<file path="config.mk">
export PLATFORM = sky130hd
export DESIGN_NAME = seq_alu
export DESIGN_NICKNAME = d
export VERILOG_FILES = /design/src/rtl/alu_pkg.sv /design/src/rtl/alu_iter_muldiv.sv /design/src/rtl/seq_alu.sv
export SDC_FILE = /design/constraint.sdc
export NUM_CORES = 2
export LEC_CHECK = 0
export CORE_MARGIN = 5
export CORE_UTILIZATION = 50
export CTS_CLUSTER_DIAMETER = 30
export CTS_CLUSTER_SIZE = 8
export DETAILED_ROUTE_END_ITERATION = 10
export HOLD_SLACK_MARGIN = 0.02
export PLACE_DENSITY = 0.7
export SLEW_MARGIN = 20
export SYNTH_ARGS = -nofsm -noshare
export SYNTH_HDL_FRONTEND = slang
export SYNTH_SLANG_ARGS = --single-unit
</file>
<file path="constraint.sdc">
create_clock -name clock -period 6.5 [get_ports clock]
set_input_delay 1.95 -clock clock [delete_from_list [all_inputs] [get_ports clock]]
set_output_delay 1.95 -clock clock [all_outputs]
set_load 0.1 [all_outputs]
</file>
<file path="src/rtl/alu_pkg.sv">
// Shared definitions for seq_alu: op-select bit positions, FSM states and op decode.
package alu_pkg;

  localparam int OP_AND = 11;
  localparam int OP_OR  = 10;
  localparam int OP_NEG = 9;
  localparam int OP_NOT = 8;
  localparam int OP_ADD = 7;
  localparam int OP_SUB = 6;
  localparam int OP_MUL = 5;
  localparam int OP_DIV = 4;
  localparam int OP_SHR = 3;
  localparam int OP_SHL = 2;
  localparam int OP_ROR = 1;
  localparam int OP_ROL = 0;

  typedef enum logic [1:0] {IDLE, MUL, DIV} state_e;

  typedef enum logic [3:0] {
    ALU_ZERO, ALU_INC, ALU_AND, ALU_OR, ALU_NEG, ALU_NOT, ALU_ADD,
    ALU_SUB, ALU_MUL, ALU_DIV, ALU_SHR, ALU_SHL, ALU_ROR, ALU_ROL
  } alu_op_e;

  // PC increment overrides the select; otherwise the highest set select bit wins.
  function automatic alu_op_e decode_op(input logic inc, input logic [11:0] sel);
    alu_op_e op;
    op = ALU_ZERO;
    if (inc)              op = ALU_INC;
    else if (sel[OP_AND]) op = ALU_AND;
    else if (sel[OP_OR])  op = ALU_OR;
    else if (sel[OP_NEG]) op = ALU_NEG;
    else if (sel[OP_NOT]) op = ALU_NOT;
    else if (sel[OP_ADD]) op = ALU_ADD;
    else if (sel[OP_SUB]) op = ALU_SUB;
    else if (sel[OP_MUL]) op = ALU_MUL;
    else if (sel[OP_DIV]) op = ALU_DIV;
    else if (sel[OP_SHR]) op = ALU_SHR;
    else if (sel[OP_SHL]) op = ALU_SHL;
    else if (sel[OP_ROR]) op = ALU_ROR;
    else if (sel[OP_ROL]) op = ALU_ROL;
    return op;
  endfunction

endpackage

</file>
<file path="src/rtl/alu_iter_muldiv.sv">
// Iterative signed multiply (radix-2 Booth) and divide (non-restoring on magnitudes).
// hi/lo carry the final result combinationally during the cycle where last=1.
module alu_iter_muldiv #(
  parameter int WIDTH = 32
) (
  input  logic             clock,
  input  logic             reset,
  input  logic             start_mul,
  input  logic             start_div,
  input  logic [WIDTH-1:0] A,
  input  logic [WIDTH-1:0] B,
  output logic [WIDTH-1:0] hi,
  output logic [WIDTH-1:0] lo,
  output logic             last,
  output logic             dz
);

  localparam int CW = $clog2(WIDTH + 1);

  logic [CW-1:0]    cnt_q, cnt_d;
  logic             div_q, div_d;
  logic [WIDTH:0]   pu_q, pu_d, mcand_q, mcand_d;
  logic [WIDTH-1:0] pq_q, pq_d;
  logic             pq1_q, pq1_d;
  logic [WIDTH+1:0] r_q, r_d, dsr_q, dsr_d;
  logic [WIDTH-1:0] dq_q, dq_d, a_q, a_d;
  logic             qneg_q, qneg_d, bz_q, bz_d;

  logic [WIDTH:0]   bsum;
  logic [WIDTH+1:0] rsh, rnx, rfix;
  logic [WIDTH-1:0] quo, rem, amag, bmag;
  logic             unused_rfix;

  // Datapath: one Booth or non-restoring step per cycle, plus final sign fix-up.
  always_comb begin
    cnt_d   = cnt_q;
    div_d   = div_q;
    pu_d    = pu_q;
    mcand_d = mcand_q;
    pq_d    = pq_q;
    pq1_d   = pq1_q;
    r_d     = r_q;
    dsr_d   = dsr_q;
    dq_d    = dq_q;
    a_d     = a_q;
    qneg_d  = qneg_q;
    bz_d    = bz_q;

    unique case ({pq_q[0], pq1_q})
      2'b01:   bsum = pu_q + mcand_q;
      2'b10:   bsum = pu_q - mcand_q;
      default: bsum = pu_q;
    endcase

    // Remainder stays within W+1 signed bits, so dropping r_q[W+1] keeps the sign.
    rsh  = {r_q[WIDTH:0], dq_q[WIDTH-1]};
    rnx  = r_q[WIDTH+1] ? rsh + dsr_q : rsh - dsr_q;
    rfix = rnx[WIDTH+1] ? rnx + dsr_q : rnx;
    quo  = {dq_q[WIDTH-2:0], ~rnx[WIDTH+1]};
    rem  = rfix[WIDTH-1:0];
    amag = A[WIDTH-1] ? -A : A;
    bmag = B[WIDTH-1] ? -B : B;

    if (start_mul) begin
      cnt_d   = CW'(WIDTH);
      div_d   = 1'b0;
      pu_d    = '0;
      mcand_d = {A[WIDTH-1], A};
      pq_d    = B;
      pq1_d   = 1'b0;
    end else if (start_div) begin
      cnt_d  = CW'(WIDTH);
      div_d  = 1'b1;
      r_d    = '0;
      dsr_d  = {2'b00, bmag};
      dq_d   = amag;
      a_d    = A;
      qneg_d = A[WIDTH-1] ^ B[WIDTH-1];
      bz_d   = (B == '0);
    end else if (cnt_q != '0) begin
      cnt_d = cnt_q - CW'(1);
      if (div_q) begin
        r_d  = rnx;
        dq_d = quo;
      end else begin
        pu_d  = {bsum[WIDTH], bsum[WIDTH:1]};
        pq_d  = {bsum[0], pq_q[WIDTH-1:1]};
        pq1_d = pq_q[0];
      end
    end

    if (div_q) begin
      if (bz_q) begin
        lo = '1;
        hi = a_q;
      end else begin
        lo = qneg_q ? -quo : quo;
        hi = a_q[WIDTH-1] ? -rem : rem;
      end
    end else begin
      hi = bsum[WIDTH:1];
      lo = {bsum[0], pq_q[WIDTH-1:1]};
    end
  end

  assign last        = (cnt_q == CW'(1));
  assign dz          = div_q & bz_q;
  assign unused_rfix = ^rfix[WIDTH+1:WIDTH];

  // Iteration state registers.
  always_ff @(posedge clock) begin
    if (reset) begin
      cnt_q   <= '0;
      div_q   <= 1'b0;
      pu_q    <= '0;
      mcand_q <= '0;
      pq_q    <= '0;
      pq1_q   <= 1'b0;
      r_q     <= '0;
      dsr_q   <= '0;
      dq_q    <= '0;
      a_q     <= '0;
      qneg_q  <= 1'b0;
      bz_q    <= 1'b0;
    end else begin
      cnt_q   <= cnt_d;
      div_q   <= div_d;
      pu_q    <= pu_d;
      mcand_q <= mcand_d;
      pq_q    <= pq_d;
      pq1_q   <= pq1_d;
      r_q     <= r_d;
      dsr_q   <= dsr_d;
      dq_q    <= dq_d;
      a_q     <= a_d;
      qneg_q  <= qneg_d;
      bz_q    <= bz_d;
    end
  end

endmodule

</file>
<file path="src/rtl/seq_alu.sv">
// Multi-cycle ALU with start/done handshake.
//   state | meaning
//   IDLE  | accepting start; single-cycle ops complete here
//   MUL   | Booth multiply iterating, busy=1
//   DIV   | non-restoring divide iterating, busy=1
module seq_alu
  import alu_pkg::*;
#(
  parameter int WIDTH = 32,
  parameter int SHW   = $clog2(WIDTH)
) (
  input  logic             clock,
  input  logic             reset,
  input  logic             start,
  input  logic             incPC,
  input  logic [11:0]      ALUin,
  input  logic [WIDTH-1:0] register,
  input  logic [WIDTH-1:0] busMuxOut,
  output logic [WIDTH-1:0] zlow,
  output logic [WIDTH-1:0] zhigh,
  output logic             busy,
  output logic             done,
  output logic             div_zero
);

  state_e           state_q, state_d;
  logic [WIDTH-1:0] zlow_q, zlow_d, zhigh_q, zhigh_d;
  logic             done_q, done_d, dz_q, dz_d;
  logic             start_mul, start_div, last, mdz;
  logic [WIDTH-1:0] mhi, mlo;
  alu_op_e          op;

  logic [WIDTH-1:0]   sc_lo, sc_hi;
  logic [WIDTH:0]     add_w, sub_w;
  logic [2*WIDTH-1:0] dbl, rot_r, rot_l;
  logic [SHW-1:0]     sh;
  logic               unused_rot;

  assign op = decode_op(incPC, ALUin);

  alu_iter_muldiv #(.WIDTH(WIDTH)) u_muldiv (
    .clock     (clock),
    .reset     (reset),
    .start_mul (start_mul),
    .start_div (start_div),
    .A         (register),
    .B         (busMuxOut),
    .hi        (mhi),
    .lo        (mlo),
    .last      (last),
    .dz        (mdz)
  );

  // Single-cycle results straight from the operand inputs sampled at the start edge.
  always_comb begin
    sh    = busMuxOut[SHW-1:0];
    add_w = {1'b0, register} + {1'b0, busMuxOut};
    sub_w = {1'b0, register} - {1'b0, busMuxOut};
    dbl   = {register, register};
    rot_r = dbl >> sh;
    rot_l = dbl << sh;
    sc_lo = '0;
    sc_hi = '0;
    unique case (op)
      ALU_INC: sc_lo = busMuxOut + 1'b1;
      ALU_AND: sc_lo = register & busMuxOut;
      ALU_OR:  sc_lo = register | busMuxOut;
      ALU_NEG: sc_lo = -busMuxOut;
      ALU_NOT: sc_lo = ~busMuxOut;
      ALU_ADD: begin
        sc_lo = add_w[WIDTH-1:0];
        sc_hi = {{(WIDTH-1){1'b0}}, add_w[WIDTH]};
      end
      ALU_SUB: begin
        sc_lo = sub_w[WIDTH-1:0];
        sc_hi = {{(WIDTH-1){1'b0}}, sub_w[WIDTH]};
      end
      ALU_SHR: sc_lo = register >> sh;
      ALU_SHL: sc_lo = register << sh;
      ALU_ROR: sc_lo = rot_r[WIDTH-1:0];
      ALU_ROL: sc_lo = rot_l[2*WIDTH-1:WIDTH];
      default: sc_lo = '0;
    endcase
  end

  assign unused_rot = ^{rot_r[2*WIDTH-1:WIDTH], rot_l[WIDTH-1:0]};

  // Next-state and output-register logic.
  always_comb begin
    state_d   = state_q;
    zlow_d    = zlow_q;
    zhigh_d   = zhigh_q;
    done_d    = 1'b0;
    dz_d      = dz_q;
    start_mul = 1'b0;
    start_div = 1'b0;
    unique case (state_q)
      IDLE: begin
        if (start) begin
          dz_d = 1'b0;
          if (op == ALU_MUL) begin
            start_mul = 1'b1;
            state_d   = MUL;
          end else if (op == ALU_DIV) begin
            start_div = 1'b1;
            state_d   = DIV;
          end else begin
            zlow_d  = sc_lo;
            zhigh_d = sc_hi;
            done_d  = 1'b1;
          end
        end
      end
      MUL, DIV: begin
        if (last) begin
          zlow_d  = mlo;
          zhigh_d = mhi;
          dz_d    = mdz;
          done_d  = 1'b1;
          state_d = IDLE;
        end
      end
      default: state_d = IDLE;
    endcase
  end

  // State and result registers; reset wins over any start on the same edge.
  always_ff @(posedge clock) begin
    if (reset) begin
      state_q <= IDLE;
      zlow_q  <= '0;
      zhigh_q <= '0;
      done_q  <= 1'b0;
      dz_q    <= 1'b0;
    end else begin
      state_q <= state_d;
      zlow_q  <= zlow_d;
      zhigh_q <= zhigh_d;
      done_q  <= done_d;
      dz_q    <= dz_d;
    end
  end

  assign zlow     = zlow_q;
  assign zhigh    = zhigh_q;
  assign done     = done_q;
  assign div_zero = dz_q;
  assign busy     = (state_q != IDLE);

endmodule

</file>
==> results list <==
- The initial utilization of the core area, before any placement, comes to 0.5030.
- CTS tree: done
- The endpoint identified for the worst register-to-register timing path is zhigh[29].
- Dividing the detail-routed wire length by the instance count gives approximately 29 um.
* Synth area leaders: sky130_fd_sc_hd__dfxtp_1 (18%), sky130_fd_sc_hd__ha_1 (8.1%), sky130_fd_sc_hd__nor2_1 (7.0%)
* Path type of the worst setup path: register to register
* CTS Buffer Depth: 3
* Number of cells in the finished layout apart from fillers: around 6.0k
- Clock Latency Late Sink: 0.63 ns
* Final setup viols: 8
- In this run the vertical extent of the chip is 266.7 um.
* Deepest level of the CTS H-tree: 3
- Gate count after technology mapping: about 4.7k
* I/O pin count: between 100 and 150
* Distinct cell type count after synthesis: 101
- Post-synthesis sequential element count: slightly above 300
- Measured against its own limit, the worst slew margin works out to 0.1954.
* Die Area: ~70000 um^2
- Hold/Removal Path Class: register to register
- Antenna viol nets, final: 0
- Ys async rst share: 0
- In this run, post-CTS hold repair placed 0 buffers.
- Of the total power, the share spent switching nets is 0.3978.
- Prior to clock tree synthesis, the placed netlist has a worst setup slack of -0.2930 ns.
- The startpoint identified for the worst register-to-register timing path is u_muldiv.dsr_q[2].
* Most instantiated flip-flop cell in the synthesis netlist: sky130_fd_sc_hd__dfxtp_1
- CORE AREA: about 66000 um^2
- The design draws between 10 and 15 mW.
- Entering global routing, the biggest net connects 119 pins.
- Register area share after synthesis: 0.1847
* Count of final hold-check violations: 0
* Worst-case reg-to-reg path depth: 26
- Yosys instantiated no cell more often than sky130_fd_sc_hd__nor2_1.
- Worst Hold Endpoint: zhigh[3]
- Floorplan die width: 266.7 um
* GR met3 Demand/Resource: 0.1150
- Number of vias per cell after detailed routing: just under 7
- Power density over the cells: about 240 nW/um^2
* Worst Path Max Fanout: 4
- Max-cap violation count: 0
- In the global route stage, overall resource usage came out at 0.4565.
* Number of rows in the core area: between 90 and 100
- Global-route track usage on met1: 0.5497
- Clock period minus worst slack: ~6.7 ns
- CTS Sinks: ~300
* Part of the total power dissipated in the clock network: 0.388
- In this run the power spent charging and discharging nets is 4.031 mW.
- Internal power comes to roughly 6.1 mW.
* Net Count, Synth: 4966
* Port buffer count: between 100 and 150
* DRC viols: 0
- Layout cell share with drive strength beyond 1: 0.1779
- Total CTS buffers: 78
* GR Overflow Total: 0
- Sequential group share of total power: 0.207
- The number of global-route vias before repair is roughly 38k.
- HPWL after detailed placement: between 100000 and 150000 um
* Signed area change from the synthesized netlist to the final layout: 26.79%
* Most crowded layer after global routing: met2
* Run status: finished, violations left
* Critical path required time: approximately 7 ns
- For this run, the share of the core covered by cells in the final layout is 0.6377.
* Ranking of synthesized cells by instance count: sky130_fd_sc_hd__nor2_1 (618), sky130_fd_sc_hd__nand2_1 (535), sky130_fd_sc_hd__a21oi_1 (434)
- Across all layers, the routed design uses approximately 40k vias.
- Including well taps, the total number of placed cells is just under 6k.
- Maximum resistive drop on vdd: roughly 0.00027 V
- Data arrives at the worst endpoint at 7.13 ns.
* Wire length of the first global-routing pass: between 200000 and 250000 um
* Hold Path Stages: 2
- Post-Route Skew: 0.04574 ns
- Number of antenna violations at the first check in global routing: 15
- Average footprint of a synthesized cell: about 7 um^2
- At the pin with the least slew margin, the transition time is roughly 1.2 ns.
* Leakage power figure: 16.65 nW
- Met2 Use GR: 0.6955
- Final GP Congestion: roughly 1.1
- Number of DRC markers after the initial detailed-route iteration: 6107
- The share of total power dissipated in combinational logic is 0.405.
* Detailed Routing Iterations Pass 1: 7
- Final critical-path share of the clock period: 1.025
- STA classifies the critical path endpoint as a register.
- In the final design database the tool counted 5346 nets.
- The synthesized netlist occupies a cell area of approximately 33000 um^2.
- For this block, the routed nets add up to 171600 um of wire.
* Max frequency: 150.0 MHz
- EDFF count, synth: 0
* R2R Setup Slk: -0.17 ns
- Post-route setup slack: -0.1655 ns
- Adding up every negative setup slack in the final design gives -0.7497 ns.
- The final number of max-transition violations is 0.
* Clock input transition at the sequential cells of the worst setup and hold paths: around 0.040 ns
- Setup repair after global routing could not meet its margin everywhere.
- STA classifies the critical path startpoint as a register.
- Start point of the worst hold path: zhigh[3]
- Synth warnings: 0
* Cell taking the most area after synthesis: sky130_fd_sc_hd__dfxtp_1
* Fraction of synthesized cell area taken by the top area cell type: 0.1847
* Buffer cell driving the clock tree root: sky130_fd_sc_hd__clkbuf_16
* Failing checks: negative setup slack
==> placed cells by master, fill, tap and decap left out, types with 20 or more instances in the layout <==
cell,netlist,final
sky130_fd_sc_hd__nor2_1,618,612
sky130_fd_sc_hd__nand2_1,535,526
sky130_fd_sc_hd__buf_4,0,490
sky130_fd_sc_hd__a21oi_1,434,416
sky130_fd_sc_hd__dfxtp_1,304,300
sky130_fd_sc_hd__o21ai_0,275,260
sky130_fd_sc_hd__xnor2_1,239,233
sky130_fd_sc_hd__ha_1,214,206
sky130_fd_sc_hd__inv_1,153,153
sky130_fd_sc_hd__clkdlybuf4s50_1,0,140
sky130_fd_sc_hd__nor3_1,147,138
sky130_fd_sc_hd__a211oi_1,118,108
sky130_fd_sc_hd__clkbuf_16,0,78
sky130_fd_sc_hd__xor2_1,83,77
sky130_fd_sc_hd__nand3_1,77,74
sky130_fd_sc_hd__mux2i_1,73,73
sky130_fd_sc_hd__a22oi_1,61,60
sky130_fd_sc_hd__mux4_2,56,56
sky130_fd_sc_hd__a311oi_1,55,55
sky130_fd_sc_hd__a21o_1,49,49
sky130_fd_sc_hd__o31ai_1,55,45
sky130_fd_sc_hd__o221ai_1,45,44
sky130_fd_sc_hd__a31oi_1,47,42
sky130_fd_sc_hd__or3_1,40,38
sky130_fd_sc_hd__nand4_1,38,38
sky130_fd_sc_hd__o21a_1,37,36
sky130_fd_sc_hd__o21ai_1,27,35
sky130_fd_sc_hd__nor4_1,42,35
sky130_fd_sc_hd__o21bai_1,34,33
sky130_fd_sc_hd__o211ai_1,33,33
sky130_fd_sc_hd__nand2b_1,29,29
sky130_fd_sc_hd__o22ai_1,28,26
sky130_fd_sc_hd__and3_1,27,25
sky130_fd_sc_hd__nor2b_1,22,20
sky130_fd_sc_hd__or4_1,24,20
==> power by group through the flow <==
stage          Combinational, mW  Clock (mW)  Sequential [mW]
6_report                    4.11        3.93             2.09
4_1_cts                     3.90        3.94             2.09
3_3_place_gp                3.80           0             2.12
5_1_grt                     4.35        4.05             2.10
3_5_place_dp                3.84           0             2.12
2_1_floorplan               2.50           0             2.21
==> area by class of cell <==
type                    instances  area (um^2)
flip-flops and latches        304         6091
fillers                      5817        23730
clock buffers                  96         2110
diodes                         12        30.03
clock inverters                46        586.8
repair buffers                654         5413
multi-input cells            3851        25870
inverters                     158        595.6
well taps                     864         1081
==> critical path, cell delays in order (launching register included) <==
cell                        delay, ns
sky130_fd_sc_hd__dfxtp_2         0.31
sky130_fd_sc_hd__or3_4           0.38
sky130_fd_sc_hd__or4_4           0.61
sky130_fd_sc_hd__buf_12          0.17
sky130_fd_sc_hd__nor3_2          0.16
sky130_fd_sc_hd__nor2_1          0.08
sky130_fd_sc_hd__xor2_1          0.14
sky130_fd_sc_hd__ha_1            0.30
sky130_fd_sc_hd__o21ai_1         0.09
sky130_fd_sc_hd__o21bai_1        0.09
sky130_fd_sc_hd__a21o_1          0.18
sky130_fd_sc_hd__a221o_1         0.41
sky130_fd_sc_hd__xor2_2          0.23
sky130_fd_sc_hd__ha_4            0.25
sky130_fd_sc_hd__nand4_1         0.16
sky130_fd_sc_hd__buf_4           0.14
sky130_fd_sc_hd__o21bai_1        0.07
sky130_fd_sc_hd__or4_4           0.49
sky130_fd_sc_hd__or4b_4          0.53
sky130_fd_sc_hd__and4_1          0.18
sky130_fd_sc_hd__nor3_2          0.25
sky130_fd_sc_hd__and4_4          0.29
sky130_fd_sc_hd__nand3_4         0.09
sky130_fd_sc_hd__a2111oi_4       0.39
sky130_fd_sc_hd__mux2_4          0.34
sky130_fd_sc_hd__o21ai_2         0.12
sky130_fd_sc_hd__a21oi_1         0.08
==> state kept, by name, indices dropped and copies added (netlist names) <==
name,count
u_muldiv.a_q,32
u_muldiv.pq_q,32
u_muldiv.div_q,1
done,1
div_zero,1
u_muldiv.pu_q,32
u_muldiv.bz_q,1
zhigh,32
u_muldiv.pq1_q,1
u_muldiv.cnt_q,6
u_muldiv.qneg_q,1
zlow,32
u_muldiv.r_q,34
u_muldiv.mcand_q,32
u_muldiv.dq_q,32
u_muldiv.dsr_q,32
state_q,2
==> worst max-delay path by stage <==
stage | from | to
2_1_floorplan | u_muldiv.dsr_q[6] | zhigh[28]
3_3_place_gp | u_muldiv.dsr_q[2] | zhigh[29]
3_5_place_dp | u_muldiv.dsr_q[2] | zhigh[29]
4_1_cts | u_muldiv.dsr_q[2] | zhigh[29]
5_1_grt | u_muldiv.dsr_q[2] | zhigh[29]
6_report | u_muldiv.dsr_q[2] | zhigh[29]
==> stage by stage <==
stage                     hold WS [ns]  cell area (um^2)
final                           0.4451             41780
after CTS                       0.4468             40910
after global placement          0.4343             37930
after floorplan                 0.4312             33040
after global routing            0.4751             41750
after detailed placement        0.4406             37940
==> routing by layer <==
layer,vias up,part of all wire
li1,17780,-
met1,19000,0.36
met2,3011,0.42
met3,791,0.11
met4,4,0.10
met5,-,0.00013
==> timing repair <==
item                                   4_1_cts  5_1_grt
pin swaps                                   24       82
endpoints found under the hold margin        0        0
resized for setup                           38      141
gates cloned                                 0        0
buffers inserted                            15       25
setup endpoints to repair                   11       27
==> cell families after synthesis <==
group | Yosys count | synth area share
XOR/XNOR | 322 | 0.08559
multiplexers | 141 | 0.06456
adder cells (fa/ha/maj) | 219 | 0.08430
AO/OA/AOI/OAI | 1494 | 0.2955
buffers and inverters | 512 | 0.05928
flip-flops | 304 | 0.1847
AND/OR/NAND/NOR | 1675 | 0.2261
(Power assumes the default switching activity.)
